$ cat config.mk
export PLATFORM = sky130hd
export DESIGN_NAME = mini_alu_pipe
export DESIGN_NICKNAME = d
export VERILOG_FILES = /design/src/rtl/mini_alu_pipe_pkg.sv /design/src/rtl/mini_alu_core.sv /design/src/rtl/mini_alu_pipe.sv
export SDC_FILE = /design/constraint.sdc
export NUM_CORES = 1
export LEC_CHECK = 0
export CAP_MARGIN = 20
export CELL_PAD_IN_SITES_DETAIL_PLACEMENT = 1
export CELL_PAD_IN_SITES_GLOBAL_PLACEMENT = 2
export CORE_ASPECT_RATIO = 1.75
export CORE_MARGIN = 5
export CORE_UTILIZATION = 39
export CTS_CLUSTER_SIZE = 30
export DETAILED_ROUTE_END_ITERATION = 7
export PLACE_DENSITY = 0.91
export SYNTH_ARGS = -nofsm -noshare
export SYNTH_HDL_FRONTEND = slang
export SYNTH_HIERARCHICAL = 1
export SYNTH_SLANG_ARGS = --single-unit
$ cat constraint.sdc
create_clock -name clk -period 4.62 [get_ports clk]
set_clock_uncertainty 0.05 [all_clocks]
set_input_delay 0.924 -clock clk [delete_from_list [all_inputs] [get_ports clk]]
set_output_delay 0.924 -clock clk [all_outputs]
set_load 0.01 [all_outputs]
$ cat src/rtl/mini_alu_pipe_pkg.sv
// Shared definitions for the two-stage mini ALU pipeline: opcodes, flag
// positions and the default datapath width.
package mini_alu_pipe_pkg;

  localparam int DEFAULT_WIDTH = 8;

  typedef enum logic [2:0] {
    OP_ADD   = 3'd0,
    OP_SUB   = 3'd1,
    OP_AND   = 3'd2,
    OP_OR    = 3'd3,
    OP_XOR   = 3'd4,
    OP_SHL   = 3'd5,
    OP_SHR   = 3'd6,
    OP_PASSB = 3'd7
  } alu_op_e;

  // Flag vector layout is {N,V,C,Z}
  localparam int FLAG_Z = 0;
  localparam int FLAG_C = 1;
  localparam int FLAG_V = 2;
  localparam int FLAG_N = 3;

  function automatic logic [7:0] op_onehot(input alu_op_e op);
    return 8'b1 << op;
  endfunction

endpackage

$ cat src/rtl/mini_alu_core.sv
// Stateless ALU datapath: result and {N,V,C,Z} flags from two operands.
module mini_alu_core
  import mini_alu_pipe_pkg::*;
#(
  parameter int WIDTH = DEFAULT_WIDTH
) (
  input  logic [WIDTH-1:0] a_i,
  input  logic [WIDTH-1:0] b_i,
  input  alu_op_e          op_i,
  output logic [WIDTH-1:0] result_o,
  output logic [3:0]       flags_o
);

  localparam int SW = $clog2(WIDTH);
  localparam int M  = WIDTH - 1;

  logic [SW-1:0]  sh;
  logic [WIDTH:0] add_w, sub_w, shl_w, shr_w;
  logic [M:0]     res;
  logic           c, v;

  assign sh    = b_i[SW-1:0];
  assign add_w = {1'b0, a_i} + {1'b0, b_i};
  assign sub_w = {1'b0, a_i} - {1'b0, b_i};
  // One guard bit on each side catches the last bit shifted out; it is 0
  // for a zero shift and for shifts wider than the operand.
  assign shl_w = {1'b0, a_i} << sh;
  assign shr_w = {a_i, 1'b0} >> sh;

  always_comb begin
    res = '0;
    c   = 1'b0;
    v   = 1'b0;
    case (op_i)
      OP_ADD: begin
        res = add_w[M:0];
        c   = add_w[WIDTH];
        v   = (a_i[M] == b_i[M]) && (res[M] != a_i[M]);
      end
      OP_SUB: begin
        res = sub_w[M:0];
        c   = ~sub_w[WIDTH];
        v   = (a_i[M] != b_i[M]) && (res[M] != a_i[M]);
      end
      OP_AND:   res = a_i & b_i;
      OP_OR:    res = a_i | b_i;
      OP_XOR:   res = a_i ^ b_i;
      OP_SHL: begin
        res = shl_w[M:0];
        c   = shl_w[WIDTH];
      end
      OP_SHR: begin
        res = shr_w[WIDTH:1];
        c   = shr_w[0];
      end
      OP_PASSB: res = b_i;
      default:  res = '0;
    endcase
  end

  always_comb begin
    flags_o         = '0;
    flags_o[FLAG_N] = res[M];
    flags_o[FLAG_V] = v;
    flags_o[FLAG_C] = c;
    flags_o[FLAG_Z] = (res == '0);
  end

  assign result_o = res;

endmodule

$ cat src/rtl/mini_alu_pipe.sv
// Two-stage valid/ready ALU pipeline: S1 registers the request, S2 computes
// and registers result/flags. Optional accumulator can replace operand a.
module mini_alu_pipe
  import mini_alu_pipe_pkg::*;
#(
  parameter int WIDTH  = DEFAULT_WIDTH,
  parameter int ACC_EN = 1
) (
  input  logic             clk,
  input  logic             rst_n,
  input  logic             in_valid,
  output logic             in_ready,
  input  logic [WIDTH-1:0] in_a,
  input  logic [WIDTH-1:0] in_b,
  input  logic [2:0]       in_op,
  input  logic             use_acc,
  input  logic             clr_acc,
  output logic             out_valid,
  input  logic             out_ready,
  output logic [WIDTH-1:0] out_result,
  output logic [3:0]       out_flags,
  output logic [7:0]       led
);

  typedef struct packed {
    logic [WIDTH-1:0] a;
    logic [WIDTH-1:0] b;
    alu_op_e          op;
    logic             use_acc;
  } req_t;

  logic [2:1]       vld_pipe_q, vld_pipe_d;
  req_t             s1_q, s1_d;
  logic [WIDTH-1:0] res_q, res_d;
  logic [3:0]       flags_q, flags_d;
  logic [7:0]       led_q, led_d;
  logic [WIDTH-1:0] acc_q, acc_d;

  logic             out_fire, s2_load, in_fire, acc_sel;
  logic [WIDTH-1:0] core_a, core_res;
  logic [3:0]       core_flags;

  assign out_fire = vld_pipe_q[2] & out_ready;
  assign s2_load  = vld_pipe_q[1] & (~vld_pipe_q[2] | out_ready);
  assign in_ready = ~vld_pipe_q[1] | s2_load;
  assign in_fire  = in_valid & in_ready;

  // Accumulator is read at the S2 load edge, so a chained request sees the
  // value written by its predecessor one edge earlier.
  assign acc_sel = (ACC_EN != 0) && s1_q.use_acc;
  assign core_a  = acc_sel ? acc_q : s1_q.a;

  mini_alu_core #(.WIDTH(WIDTH)) u_core (
    .a_i      (core_a),
    .b_i      (s1_q.b),
    .op_i     (s1_q.op),
    .result_o (core_res),
    .flags_o  (core_flags)
  );

  always_comb begin
    vld_pipe_d = vld_pipe_q;
    s1_d       = s1_q;
    res_d      = res_q;
    flags_d    = flags_q;
    led_d      = led_q;
    acc_d      = acc_q;

    if (in_fire) begin
      vld_pipe_d[1] = 1'b1;
      s1_d.a        = in_a;
      s1_d.b        = in_b;
      s1_d.op       = alu_op_e'(in_op);
      s1_d.use_acc  = use_acc;
    end else if (s2_load) begin
      vld_pipe_d[1] = 1'b0;
    end

    if (s2_load) begin
      vld_pipe_d[2] = 1'b1;
      res_d         = core_res;
      flags_d       = core_flags;
      led_d         = op_onehot(s1_q.op);
    end else if (out_fire) begin
      vld_pipe_d[2] = 1'b0;
      led_d         = '0;
    end

    // Clear beats a same-edge accumulate load
    if ((ACC_EN == 0) || clr_acc)
      acc_d = '0;
    else if (s2_load && acc_sel)
      acc_d = core_res;
  end

  always_ff @(posedge clk or negedge rst_n) begin
    if (!rst_n) begin
      vld_pipe_q <= '0;
      s1_q       <= '0;
      res_q      <= '0;
      flags_q    <= '0;
      led_q      <= '0;
      acc_q      <= '0;
    end else begin
      vld_pipe_q <= vld_pipe_d;
      s1_q       <= s1_d;
      res_q      <= res_d;
      flags_q    <= flags_d;
      led_q      <= led_d;
      acc_q      <= acc_d;
    end
  end

  assign out_valid  = vld_pipe_q[2];
  assign out_result = res_q;
  assign out_flags  = flags_q;
  assign led        = led_q;

endmodule

Yosys cells after proc, flatten, opt, wreduce, memory -nomap -nowiden
Cells that the tools add are included.
- mux-type cells: 12
- shifts and indexed selects: 3
- reductions and logical operators: 8
- equal/unequal tests: 11
- bitwise gates (word level): 11
- add/subtract/negate cells: 2
- operators by type and width (cell ; number):
    $pmux 8 s8 ; 1
    $mux 8 ; 5
    $eq 3x3->1 const B ; 4
    $add 8x8->9 ; 1
    $shl 8x3->9 ; 1
    $shr 9x3->9 ; 1
    $sub 8x8->9 ; 1
    $and 8x8->8 ; 1
    $logic_not 8->1 ; 1
    $or 8x8->8 ; 1
    $shl 1x3->8 const A ; 1
    $xor 8x8->8 ; 1
    $eq 3x2->1 const B ; 2
    $reduce_bool 2->1 ; 3
    $mux 1 ; 4
    $pmux 1 s4 ; 1
    $and 1x1->1 ; 3
    $eq 3x1->1 const B ; 1
    $logic_and 1x1->1 ; 3
    $logic_not 3->1 ; 1
    $ne 1x1->1 ; 3
    $not 1->1 ; 3
    $or 1x1->1 ; 2
    $pmux 1 s2 ; 1
    $eq 1x1->1 ; 1
- flip-flop bits (word level): 50
- word-level logic and storage cells: 57
- output and inout port bits: 22
- input bits: 25

Logic depth before layout (Yosys ltp)
Gate-level depths: netlist (run 1).
- word-level depth: 6
- gate-level depth with buffers: 14
- gate-level depth less buffers: 13

Cells and area by module
The synthesis (run 1) kept the hierarchy.
- by module, submodules not included (module ; cells each ; sequential area each (um2) ; times used ; area each (um2)):
    mini_alu_pipe ; 143 ; 1251.2 ; 1 ; 2095.8
    mini_alu_core ; 270 ; 0.0 ; 1 ; 1893.1

Least setup slack after synthesis (run 1)
OpenSTA, ideal clock, no wires.
- path kind: reg-to-reg
- from: register s1_q, in the netlist acc_sel
- to: register flags_q[0], in the netlist out_flags[0]
- library setup time: 0.065 ns
- buffers on the path: 1
- required time: 4.505 ns
- arrival: 3.074 ns
- period minus slack after synthesis: 3.188 ns
- path slack: 1.432 ns
- cell stages (with the launch flop): 15
- cells stage by stage: dfrtp_1 -> buf_2 -> mux2_2 -> inv_1 -> ha_1 -> inv_1 -> fa_1 -> inv_1 -> a221oi_1 -> a211oi_2 -> a32oi_1 -> or3b_1 -> or4_1 -> nor4_2 -> mux2_2
- word-level cells in the longest chain between the ends: 4
- RTL lines (item ; line ; text):
    start, declared ; mini_alu_pipe.sv:33 ; req_t s1_q, s1_d;
    start signal, assigned ; mini_alu_pipe.sv:99 ; s1_q <= '0;
    start signal, assigned ; mini_alu_pipe.sv:106 ; s1_q <= s1_d;
    $mux 8 (*) ; mini_alu_pipe.sv:51 ; assign core_a = acc_sel ? acc_q : s1_q.a;
    named net core_a[0] ; mini_alu_pipe.sv:40 ; logic [WIDTH-1:0] core_a, core_res;
    $sub 8x8->9, or another cell as far along ; mini_alu_core.sv:24 ; assign sub_w = {1'b0, a_i} - {1'b0, b_i};
    $pmux 8 s8 (*) ; mini_alu_core.sv:34 ; case (op_i)
    named net core_res[1] ; mini_alu_pipe.sv:40 ;
    $logic_not 8->1 (*) ; mini_alu_core.sv:66 ; flags_o[FLAG_Z] = (res == '0);
    named net core_flags[0] ; mini_alu_pipe.sv:41 ; logic [3:0] core_flags;
    end signal, assigned ; mini_alu_pipe.sv:108 ; flags_q <= flags_d;
    end, declared ; mini_alu_pipe.sv:35 ; logic [3:0] flags_q, flags_d;
Mark *: on every way through the listed nets, which the timed path passes. The rest lies on a longest branch.
A chain may end at the register's enable or synchronous reset.

Worst setup path in the final report (run 1)
Same ends and word-level chain as after synthesis.

==> results of run 1 <==
## through the flow
stage	area [sq um]	utilization [%]	std cells
2_1_floorplan	3989	-	413
3_3_place_gp	4516	44.37	568
3_5_place_dp	4516	44.37	568
4_1_cts	4664	45.83	576
5_1_grt	4684	46.03	577
6_report	4684	46.03	577
## worst paths after layout
kind / startpoint / endpoint / slack [ps] / cells after the start
hold reg to reg: led[6]$_DFFE_PN0P_ / led[6]$_DFFE_PN0P_ / 440 / 1
min in group clk: led[6]$_DFFE_PN0P_ / led[6]$_DFFE_PN0P_ / 440 / 1
hold / removal: rst_n / s1_q[8]$_DFFE_PN0P_ / 430 / 1
max in group asynchronous: rst_n / s1_q[10]$_DFFE_PN0P_ / 3600 / 2
setup / recovery: acc_sel$_DFFE_PN0P_ / out_flags[0]$_DFFE_PN0P_ / 950 / 13
setup reg to reg: acc_sel$_DFFE_PN0P_ / out_flags[0]$_DFFE_PN0P_ / 950 / 13
## layout make-up
| cell class | count | area (sq um) |
|---|---|---|
| fillers | 1178 | 5493 |
| multi-input cells | 305 | 2470 |
| flip-flops and latches | 50 | 1251 |
| repair buffers | 55 | 535.5 |
| well taps | 127 | 158.9 |
| clock buffers | 5 | 125.1 |
| clock inverters | 3 | 23.77 |
| inverters | 32 | 120.1 |
## metal layers
layer  global-route usage (%)  vias up  part of all wire (%)
li1                         -     1561                     -
met1                    24.27     1739                    36
met2                    42.37       94                    55
met3                    1.951       40                   2.8
met4                    16.01        0                   6.9
met5                        0        -                     0
## power breakdown
part / switching [mW] / internal [mW] / total [mW] / leakage (nW)
Clock: 0.178 / 0.203 / 0.381 / 0.0664
Combinational: 0.575 / 0.456 / 1.03 / 1.30
Sequential: 0.0847 / 0.525 / 0.609 / 0.626
Total: 0.838 / 1.18 / 2.02 / 1.99
## critical path, cell delays in order, from the launching register on
cell,delay [ps]
dfrtp_1,580
mux2_2,450
inv_1,110
ha_1,170
inv_1,60
fa_1,430
inv_1,60
a221oi_1,90
a211oi_2,230
a32oi_1,160
or3b_1,410
or4_1,470
nor4_2,150
mux2_2,180
## cell families after synthesis
kind of cell / after synthesis
xor gates and xnor gates: 7
AOI/OAI and AO/OA: 88
muxes: 68
DFF: 50
buffers and inverters: 58
adders and majority gates: 27
and+or+nand+nor: 115
## registers in the layout, indices dropped and copies added, names as in the netlist
| signal | cells |
|---|---|
| out_result | 8 |
| led | 8 |
| out_flags | 4 |
| acc_q | 8 |
| vld_pipe_q | 2 |
| acc_sel | 1 |
| s1_q | 19 |
## cells in the final DEF (no fill, tap or decap), types with 3 or more instances in the layout
cell type        count
a211o_1              4
a211oi_1             4
a21o_1               4
a21oi_1             10
a221oi_1             3
a22oi_1              4
a2bb2oi_1            3
a31oi_1              5
a32o_1               4
a32oi_1              3
and3_1               4
buf_4                8
clkbuf_16            5
clkdlybuf4s50_1     45
dfrtp_1             50
ha_1                25
inv_1               30
mux2_2              43
mux2i_1             19
mux4_2               5
nand2_1             26
nand2b_1            28
nand3_1              5
nand4_1              4
nor2_1              18
nor2b_1              3
nor3_1               7
o211ai_1             4
o21ai_0             16
o221ai_1             3
o22ai_1              5
o41ai_1              4
or3_1                4
xnor2_1              5
==> flow_metrics.env, run 1 <==
export IMPL_power_density_mw_per_mm2=431.6
export IMPL_async_flop_share_pct=100.0
export IMPL_die_y_microns=143.8
export IMPL_cts_buffer_depth=2
export IMPL_rsz0062_at_grt="no"
export IMPL_synth_compound_gate_area_share_pct=15.81
export IMPL_grt_max_degree=51
export IMPL_crit_arrival_ps=3850
export IMPL_drtIter0Drc=270
export IMPL_grt_pass1_wl_microns=21780
export IMPL_drt_wl_total_microns=13670
export IMPL_setup_ws_ps=954.5
export IMPL_synth_most_common_cell="dfrtp_1"
export IMPL_synthTopCellsByArea="dfrtp_1 (31%), mux2_2 (12%), ha_1 (7.8%)"
export IMPL_synth_cell_types=64
export IMPL_dr_pass1_iters=5
export IMPL_synth_area_mux_share_pct=20.01
export IMPL_rows=49
export IMPL_yosys_warnings=6
export IMPL_yosysSeqAreaShare_pct=31.37
export IMPL_syn_num_nets=465
export IMPL_synth_top_family_by_area="multiplexers"
export IMPL_htree_levels=2
export IMPL_synthFlopType="dfrtp_1"
export IMPL_hold_viol=0
export IMPL_crit_path_end_kind="flip-flop"
export IMPL_min_delay_path_class="input port to async pin"
export IMPL_synth_edff_count=0
export IMPL_slew_headroom_pct=35.36
export IMPL_synth_xor_area_share_pct=1.537
export IMPL_min_period_ps=3666
export IMPL_num_io_pins=47
export IMPL_avgSynthCellArea_sq_um=9.658
export IMPL_timing_hold_ws_ps=427.7
export IMPL_core_area_sq_mm=0.01018
export IMPL_synth_simple_area_share_pct=15.72
export IMPL_slew_violations=0
export IMPL_place_gp_congestion=0.9278
export IMPL_cts_num_sinks=50
export IMPL_cts_repair_resized=0
export IMPL_cts_tree="built"
export IMPL_setup_tns_ps=0
export IMPL_path_max_fanout=10
export IMPL_clkTransAtPathRegs_ps=70
export IMPL_power_mw=2.022
export IMPL_grt_overflow_total=0
export IMPL_synth_common_cells="dfrtp_1 (50), mux2_2 (43), inv_1 (30), nand2b_1 (28), nand2_1 (26)"
export IMPL_antenna_found_initial=0
export IMPL_initial_core_util_pct=39.19
export IMPL_critical_path_required_ps=4810
export IMPL_setup_viol=0
export IMPL_clock_latency_ps=300
export IMPL_tightest_slew_ps=967.2
export IMPL_cts_buffers=5
export IMPL_synthAdderAreaFrac_pct=8.846
export IMPL_route_detailed_drc=0
export IMPL_startpoint_type="flip-flop"
export IMPL_num_vias=3434
export IMPL_area_growth_pct=17.44
export IMPL_post_place_ws_ps=986.5
export IMPL_ys_ff_latch=50
export IMPL_routed_via_density=5.951
export IMPL_num_antenna_cells=0
export IMPL_path_class="flip-flop to flip-flop"
export IMPL_cts_setup_buffers=0
export IMPL_cts_root_buf="clkbuf_16"
export IMPL_fmax_mhz=272.8
export IMPL_ir_worst_vdd_uv=323.3
export IMPL_drv_cap=0
export IMPL_fin_crit_sh_pct=79.34
export IMPL_grt_pass1_vias=3792
export IMPL_dieArea_sq_mm=0.01243
export IMPL_p_leak_nw=1.993
export IMPL_die_width_microns=86.45
export IMPL_grtUsageTotal_pct=23.09
export IMPL_cts_hold_repair_buffers=0
export IMPL_synthesis_area_sq_mm=0.003989
export IMPL_wl_per_cell_microns=23.69
export IMPL_dp_hpwl_microns=10320
export IMPL_final_antenna_net_count=0
export IMPL_drive_gt1_share_pct=16.22
export IMPL_syn_inst=413
export IMPL_yosysTopAreaCell="dfrtp_1"
export IMPL_synth_top_area_share_pct=31.37
export IMPL_status="finished clean"
export IMPL_fin_nets=501
export IMPL_port_buffers=46
Note: power is estimated with default switching activity, not from simulation.
==> run 2: changes to the inputs <==
--- a/config.mk
+++ b/config.mk
@@ -10,10 +10,10 @@
 export CELL_PAD_IN_SITES_GLOBAL_PLACEMENT = 2
 export CORE_ASPECT_RATIO = 1.75
 export CORE_MARGIN = 5
-export CORE_UTILIZATION = 39
+export CORE_UTILIZATION = 33
 export CTS_CLUSTER_SIZE = 30
 export DETAILED_ROUTE_END_ITERATION = 7
-export PLACE_DENSITY = 0.91
+export PLACE_DENSITY = 0.82
 export SYNTH_ARGS = -nofsm -noshare
 export SYNTH_HDL_FRONTEND = slang
 export SYNTH_HIERARCHICAL = 1
==> constraint.sdc (replaced) <==
create_clock -name clk -period 3.1 [get_ports clk]
set_clock_uncertainty 0.05 [all_clocks]
set_input_delay 0.62 -clock clk [delete_from_list [all_inputs] [get_ports clk]]
set_output_delay 0.62 -clock clk [all_outputs]
set_load 0.01 [all_outputs]
==> run 2 against run 1 <==
  * The flow now finishes with violations (negative setup slack)
  * Clock-buffer cell count is 1 higher
  * Worst hold slack got worse by 140 ps
  * Register-to-register slack got worse by 1100 ps
  * Sequential cell count unchanged
  * Via count grew 5.2%
  * Design area is 14% higher
  * Routed wire length increased by 1.4%
  * Combinational power increased by 88%
  * Sequential power is 47% higher
  * Worst setup slack worse by 1100 ps
  * Critical endpoint unchanged
  * Largest power group unchanged
  * Highest routed layer unchanged
==> flow_metrics.env, run 2 (synthesis gave the netlist of run 1 again) <==
export IMPL_status="finished with violations"
export IMPL_violations="negative setup slack"
export IMPL_drtIter0Drc=137
export IMPL_initial_core_util_pct=33.42
export IMPL_die_width_microns=93.11
export IMPL_ir_worst_vdd_uv=538.6
export IMPL_path_class="flip-flop to flip-flop"
export IMPL_setup_tns_ps=-140.7
export IMPL_critical_path_required_ps=3290
export IMPL_hold_viol=0
export IMPL_htree_levels=2
export IMPL_fin_crit_sh_pct=104.5
export IMPL_cp_top_family="simple AND/OR/NAND/NOR gates"
export IMPL_utilization_pct=44.57
export IMPL_reg2reg_slack_ps=-140
export IMPL_r2r_cells=10
export IMPL_path_max_fanout=9
export IMPL_crit_path_end_kind="flip-flop"
export IMPL_wl_per_cell_microns=21.29
export IMPL_p_comb_share_pct=55.9
export IMPL_drive_gt1_share_pct=30.93
export IMPL_min_period_ps=3241
export IMPL_layout_commonest_cell="buf_4"
export IMPL_dr_pass1_iters=4
export IMPL_r2r_start="acc_sel$_DFFE_PN0P_"
export IMPL_crit_slowest_cell="mux4_2"
export IMPL_slew_violations=0
export IMPL_die_y_microns=155.4
export IMPL_cts_buffer_depth=2
export IMPL_num_io_pins=47
export IMPL_area_growth_pct=33.38
export IMPL_post_place_ws_ps=-259.0
export IMPL_fin_nets=565
export IMPL_grt_overflow_total=0
export IMPL_place_gp_congestion=0.9278
export IMPL_crit_arrival_ps=3430
export IMPL_dp_hpwl_microns=11140
export IMPL_clock_latency_ps=290
export IMPL_most_common_layout_cells="buf_4 (72), dfrtp_1 (49), clkdlybuf4s50_1 (45), mux2_2 (40)"
export IMPL_min_delay_path_class="input port to async pin"
export IMPL_cts_hold_repair_buffers=0
export IMPL_cts_num_sinks=50
export IMPL_largest_register_ffs=19
export IMPL_grt_pass1_wl_microns=22340
export IMPL_worstReg2RegEnd="out_flags[0]$_DFFE_PN0P_"
export IMPL_final_antenna_net_count=0
export IMPL_slowest_delay_ps=450
export IMPL_grt_pass1_vias=4160
export IMPL_core_area_sq_mm=0.01194
export IMPL_port_buffers=46
export IMPL_cts_buffers=5
export IMPL_tightest_slew_ps=619.9
export IMPL_fillCellCount=1373
export IMPL_cp_cell_sequence="mux2_2 > buf_4 > mux4_2 > and2_1 > a211oi_2 > a32oi_2 > or3b_1 > or4_4 > nor4_2 > mux2_4"
export IMPL_seq_power_share_pct=25.9
export IMPL_grtUsageTotal_pct=20.06
export IMPL_rows=53
export IMPL_power_switching_mw=1.334
export IMPL_cts_root_buf="clkbuf_16"
export IMPL_slew_headroom_pct=57.49
export IMPL_startpoint_type="flip-flop"
export IMPL_crit_cells=10
export IMPL_rsz0062_at_grt="yes"
export IMPL_cts_tree="built"
export IMPL_num_vias=3614
export IMPL_power_mw=3.468
export IMPL_clkTransAtPathRegs_ps=70
export IMPL_power_density_mw_per_mm2=651.9
export IMPL_fmax_mhz=308.6
export IMPL_max_flop_register="s1_q"
export IMPL_p_clk_share_pct=18.2
export IMPL_grt_max_degree=29
export IMPL_cp_endpoint="out_flags[0]$_DFFE_PN0P_"
export IMPL_timing_critical_path_from="acc_sel$_DFFE_PN0P_"
export IMPL_setup_ws_ps=-140.7
export IMPL_p_leak_nw=2.340
export IMPL_setup_viol=1
export IMPL_worstPathBufferInverterCount=1
export IMPL_dieArea_sq_mm=0.01447
export IMPL_swShare_pct=38.47
export IMPL_drv_cap=0
export IMPL_p_int_mw=2.134
export IMPL_drt_wl_total_microns=13860
export IMPL_route_detailed_drc=0
export IMPL_routed_via_density=5.551
export IMPL_num_antenna_cells=0
export IMPL_antenna_found_initial=0
## run 2: changes by cell type in the layout (fill, tap and decap cells not counted), sizes merged
cell      change
clkbuf        +1
buf          +64
clkinvlp      -1
inv           -1
bufinv        +1
## run 2: per-layer routing
layer | up-vias | global-route usage, % | share of wire, %
met2 | 76 | 39.19 | 58
met4 | 0 | 11.95 | 5.5
li1 | 1691 | - | -
met1 | 1806 | 19.65 | 35
met5 | - | 0 | 0
met3 | 41 | 2.080 | 2.1
## run 2: power by group through the flow
stage | clock (mW) | sequential [mW] | combinational, mW
6_report | 0.631 | 0.898 | 1.94
5_1_grt | 0.682 | 0.914 | 2.09
4_1_cts | 0.653 | 0.897 | 1.92
3_5_place_dp | 0 | 0.907 | 1.83
3_3_place_gp | 0 | 0.902 | 1.79
2_1_floorplan | 0 | 0.907 | 0.965
## run 2: worst min path at each step
stage / from / to / slack [ps]
3_5_place_dp: led[3]$_DFFE_PN0P_ / led[3]$_DFFE_PN0P_ / 440
2_1_floorplan: rst_n / acc_q[0]$_DFFE_PN0P_ / 270
4_1_cts: rst_n / led[1]$_DFFE_PN0P_ / 290
3_3_place_gp: led[1]$_DFFE_PN0P_ / led[1]$_DFFE_PN0P_ / 420
6_report: rst_n / led[1]$_DFFE_PN0P_ / 280
5_1_grt: rst_n / led[1]$_DFFE_PN0P_ / 320
## run 2: layout make-up
class	instances	area, sq um	share of cell area (%)
flip-flops and latches	50	1252	23.54
clock inverters	2	37.54	0.7056
clock buffers	6	128.9	2.422
repair buffers	119	1016	19.10
inverters	32	120.1	2.258
well taps	137	171.4	3.222
multi-input cells	305	2594	48.75
## run 2: stage by stage
stage                     std cells  area (sq um)  hold slack (ps)
after floorplan                 413          4003            274.4
after CTS                       652          5280            292.7
final                           651          5320            283.5
after detailed placement        642          5029            437.6
after global routing            651          5320            322.1
after global placement          642          5029            420.3
## run 2: repair_timing
| action | in CTS | in global routing |
|---|---|---|
| pin swaps | 9 | 8 |
| resized for setup | 16 | 11 |
| buffers inserted | 2 | 0 |
| setup endpoints to repair | 10 | 8 |
